File: src/rtl/regfile_multiport.sv
// Purpose : NREAD-port register file with one write port, zero register and write-to-read forwarding.
// Latency : READ_REG=1 -> read data one clk after rd_en; READ_REG=0 -> combinational.
// Backpr. : none; every port accepts a read each cycle and the write port never stalls.
//
// Ports:
//   clk       rising-edge clock
//   reset_n   asynchronous active-low reset; clears storage and read outputs
//   wr_en     write strobe; wr_addr/wr_data sampled on the rising clk
//   wr_addr   write register index (AW bits)
//   wr_data   write data (WIDTH bits)
//   rd_en     per-port read request
//   rd_addr   per-port read index
//   rd_data   per-port read data
//   rd_valid  per-port read data valid
module regfile_multiport #(
  parameter int WIDTH    = 64,
  parameter int DEPTH    = 32,
  parameter int NREAD    = 2,
  parameter int ZERO_REG = 1,
  parameter int READ_REG = 1,
  localparam int AW      = (DEPTH > 1) ? $clog2(DEPTH) : 1
) (
  input  logic                        clk,
  input  logic                        reset_n,
  input  logic                        wr_en,
  input  logic [AW-1:0]               wr_addr,
  input  logic [WIDTH-1:0]            wr_data,
  input  logic [NREAD-1:0]            rd_en,
  input  logic [NREAD-1:0][AW-1:0]    rd_addr,
  output logic [NREAD-1:0][WIDTH-1:0] rd_data,
  output logic [NREAD-1:0]            rd_valid
);

  // One extra bit so DEPTH itself is representable when DEPTH is a power of 2.
  localparam logic [AW:0]   DEPTH_W = (AW+1)'(DEPTH);
  localparam logic [AW-1:0] ZADDR   = AW'(DEPTH - 1);

  logic [WIDTH-1:0]            mem [DEPTH];
  logic                        wr_ok;
  logic [NREAD-1:0][WIDTH-1:0] rd_value;

  // Index is backed by real, writable storage (in range and not the zero register).
  function automatic logic addr_live(input logic [AW-1:0] a);
    return ({1'b0, a} < DEPTH_W) && !((ZERO_REG != 0) && (a == ZADDR));
  endfunction

  assign wr_ok = wr_en && addr_live(wr_addr);

  always_ff @(posedge clk or negedge reset_n) begin
    if (!reset_n) begin
      for (int i = 0; i < DEPTH; i++) mem[i] <= '0;
    end else if (wr_ok) begin
      mem[wr_addr] <= wr_data;
    end
  end

  // Forwarding needs only wr_en: the read side already forces 0 for
  // indices that a write could never land on.
  always_comb begin
    rd_value = '0;
    for (int p = 0; p < NREAD; p++) begin
      if (addr_live(rd_addr[p])) begin
        if (wr_en && (wr_addr == rd_addr[p])) rd_value[p] = wr_data;
        else                                  rd_value[p] = mem[rd_addr[p]];
      end
    end
  end

  generate
    if (READ_REG != 0) begin : g_rd_reg
      always_ff @(posedge clk or negedge reset_n) begin
        if (!reset_n) begin
          rd_data  <= '0;
          rd_valid <= '0;
        end else begin
          for (int p = 0; p < NREAD; p++) begin
            if (rd_en[p]) rd_data[p] <= rd_value[p];
          end
          rd_valid <= rd_en;
        end
      end
    end else begin : g_rd_comb
      // Gated by reset so both variants present zeros while reset is held,
      // even if wr_data is being forwarded.
      assign rd_data  = reset_n ? rd_value : '0;
      assign rd_valid = reset_n ? rd_en    : '0;
    end
  endgenerate

endmodule

File: config.mk
export PLATFORM = sky130hd
export DESIGN_NAME = regfile_multiport
export DESIGN_NICKNAME = d
export VERILOG_FILES = /design/src/rtl/regfile_multiport.sv
export SDC_FILE = /design/constraint.sdc
export NUM_CORES = 2
export LEC_CHECK = 0
export CORE_ASPECT_RATIO = 0.6
export CORE_MARGIN = 1
export CORE_UTILIZATION = 65
export CTS_BUF_LIST = sky130_fd_sc_hd__clkbuf_8
export DETAILED_ROUTE_END_ITERATION = 7
export PLACE_DENSITY_LB_ADDON = 0.25
export SKIP_LAST_GASP = 1
export SLEW_MARGIN = 10
export SYNTH_ARGS = -nofsm -noshare
export SYNTH_HDL_FRONTEND = slang
export SYNTH_SLANG_ARGS = --single-unit
export TNS_END_PERCENT = 20
File: constraint.sdc
create_clock -name clk -period 2.29 [get_ports clk]
set_clock_uncertainty 0.1 [all_clocks]
set_input_delay 0.3435 -clock clk [delete_from_list [all_inputs] [get_ports clk]]
set_output_delay 0.3435 -clock clk [all_outputs]
set_load 0.02 [all_outputs]
==> key figures <==
Status
  – Status: finished, violations left
  – Failing checks: negative setup slack

Global routing
  – Initial antenna violation count: 19
  – Global-route wire length before repair: 561000 microns
  – Largest net degree at the start of global routing: 108
  – Grt total ovfl: 0
  – Global Route Usage Sum: 43.5%
  – Vias in the first global route: 82100

Synthesis
  – Post-synth ARST share: 100%
  – Post-synth EDFFs: 0
  – Yosys warns: 0
  – Yosys cell types: 50
  – Ys flop type: dfrtp_1
  – Area leader, netlist: dfrtp_1
  – Mapped Nets: 7660
  – Post-synth top area share: 48.1%
  – Top cells by area, synth: dfrtp_1, mux2_2, mux4_2
  – #FFs+latches synth: 2178
  – Cell Area, Synth: 113000 sq um
  – Sequential area share after synthesis: 48.1%
  – Synth Instances: 7576
  – Synth Area per Inst: 14.9 sq um

Route
  – Overall routed net length: 377000 microns
  – Via/cell ratio: 7.41
  – Detail Route Antenna Nets: 0
  – Initial DRC Count: 10500
  – Drt wl/cell: 35.3 microns
  – DRT Pass-1 Iters: 5
  – DR vias: 79200
  – # DRC: 0

Job
  – Max Cap Violations: 0

Placement
  – Placement Cell Area: 126000 sq um
  – Post-place setup slack: -724 ps
  – Routability cong.: 0.931
  – Cells after DPL: 10100
  – HPWL Detailed: 246000 microns
  – Port Buffers: 213

Timing
  – Hold Vio Cnt, Final: 0
  – Setup_tns: -9800 ps
  – Final worst path period share: 113%
  – Final worst-path setup slack: -294 ps
  – Final-report max-slew violation count: 0
  – F_max: 0.387 GHz
  – Least-Margin Pin Slew: 1220 ps
  – # setup viols final: 87
  – Relative slew slack: 16.7%
  – RSZ-0062 raised after global routing: yes
  – Hold slack final: 71.1 ps
  – Min cycle time layout: 2580 ps

Critical path
  – Crit end category: register
  – Crit Path Max Fanout: 10
  – Delay-heaviest family, CP: buffers and inverters
  – CP startpoint kind: input port
  – Crit Path Category: in -> reg
  – Slowest-stage cell, CP: a2111oi_0
  – Worst path most repeated cell: buf_4
  – CP peak stage delay: 1040 ps
  – CP Cell Sequence: buf_4 > dlygate4sd3_1 > buf_4 > or2_2 > buf_12 > a211oi_1 > a2111oi_0 > buf_4 > a221o_1
  – CP Data Required Time: 3110 ps
  – CP Buf/Inv Count: 5
  – Arrival time worst endpoint: 3400 ps

Die
  – Die X: 541 microns
  – Die area: 176000 sq um
  – Initial Util: 65.5%
  – # rows: 118
  – Height of the chip: 325 microns
  – Area of the core: 173000 sq um
  – I/O pin count: 214

Final layout
  – Fillcell total: 10000
  – Layout area overhead: 17.1%
  – Non-filler cells, final: 10700
  – Final core occ: 76.8%
  – Layout net count: 8259
  – Fin area: 133000 sq um
  – Share of cells above drive strength 1: 52.8%

Power and ir drop
  – Leakage power: 59.2 nW
  – Maximum vdd drop: 0.621 mV
  – Tot Pwr: 109 mW
  – Power per cell area: 819 nW/um^2

CTS
  – TritonCTS Buffers: 326
  – Root Buffer: clkbuf_8
  – CTS H-tree lvls: 5
  – CTS tree: done
  – Clock sink total: 2178
  – Clk Latency, worst-skew pair: 970 ps
  – Worst-path clk slew: 70 ps
  – Max clock buf depth: 4

Min path
  – Worst hold path class: in -> reg
flip-flops by register name, summed over array words and instances (netlist names):
name,cells
mem,2048
rd_data,128
rd_valid,2
cell families after synthesis:
family / share of synthesized area [%]
muxes: 42.4
AOI/OAI and AO/OA: 4.37
and+or+nand+nor: 1.77
DFF: 48.1
xor gates and xnor gates: 0.0774
buffers and inverters: 3.29
cells in the final DEF, fill, tap and decap left out, types with 11 or more instances in the layout:
cell / netlist / routed
dfrtp_1: 2178 / 2171
mux2_2: 2093 / 2093
mux4_2: 877 / 877
buf_4: 18 / 582
mux2i_1: 463 / 463
clkbuf_8: 0 / 417
buf_12: 0 / 340
o22ai_1: 168 / 168
clkdlybuf4s50_1: 0 / 154
nor2_1: 149 / 137
inv_1: 8 / 96
a21oi_1: 89 / 89
a211oi_1: 81 / 81
nor2b_1: 77 / 76
a2111oi_0: 74 / 69
o31ai_1: 66 / 66
o221ai_1: 64 / 64
nand2_1: 58 / 41
a221o_1: 40 / 40
a22oi_1: 36 / 36
clkinv_2: 0 / 31
nor4_1: 27 / 27
dlymetal6s2s_1: 0 / 21
dlygate4sd2_1: 0 / 21
nand2_4: 0 / 17
nor2_4: 0 / 15
o21ai_0: 14 / 14
nand3_1: 15 / 13
diode_2: 0 / 12
nand4_1: 11 / 11
a22o_1: 11 / 11
routing by layer:
| metal | part of all wire, % | vias to the layer above | global-route usage [%] |
|---|---|---|---|
| met4 | 6.0 | 18 | 22.4 |
| met1 | 37 | 41400 | 60.8 |
| met3 | 13 | 1389 | 14.3 |
| met2 | 43 | 5800 | 61.2 |
| li1 | - | 30600 | - |
| met5 | 0.12 | - | 1.27 |
worst reg2reg max path: cells and delay by family (launching register included):
family | cells | cell delay (ps)
mux | 2 | 400
flops | 1 | 440
buf+inv | 1 | 250
compound gates | 3 | 1250
path summary, 6_finish.rpt:
check                            startpoint           to  slack (ps)  depth (start not counted)
worst max register to register     mem[111]  rd_data[47]        -210                          6
max in group asynchronous           reset_n     mem[168]        1150                          4
worst min-delay path            wr_data[32]  rd_data[32]          70                          3
min in group asynchronous           reset_n     mem[112]         200                          3
worst min register to register      mem[40]      mem[40]         300                          0
worst max-delay path             rd_addr[3]  rd_data[47]        -290                          9
synth_stat cells (all sizes together) (2+ instances only):
cell     instances
nand3           15
a221o           40
o221ai          64
o21ai           15
o2bb2ai          6
nand3b           6
mux2          2093
mux4           877
mux2i          463
nor3             9
or2              6
clkbuf         577
a31o             2
nor2b           77
nor2           154
nor3b            5
a22o            11
nand2b           3
xnor2           10
buf            291
inv              8
and2            10
or3b             9
a22oi           36
a21o             5
o2111ai          6
a211oi          81
a221oi           8
and3             7
nor4            27
nand4           11
o31ai           66
dfrtp         2178
o22ai          168
nand2           58
a31oi            3
a2111oi         74
and3b            2
a21oi           89
o21a             2
final cells by class:
cell class	instances	area, sq um	share of cell area [%]
clock inverters	139	749	0.565
flip-flops and latches	2178	54500	41.1
clock buffers	416	5730	4.32
diodes	12	30.0	0.0226
well taps	2280	2850	2.15
repair buffers	1139	13400	10.1
multi-input cells	4522	55300	41.7
inverters	8	32.5	0.0245
where the power goes:
part           internal (mW)  switching (mW)
Sequential              45.8            6.07
Combinational           14.4            9.76
Clock                   16.8            15.8
Total                   77.0            31.6
timing repair:
action,CTS,global route
setup endpoints to repair,131,109
hold endpoints to repair,2153,0
setup buffers,0,0
hold buffers,8,0
gates resized for setup,42,21
Power figures use the tool's default switching activity.
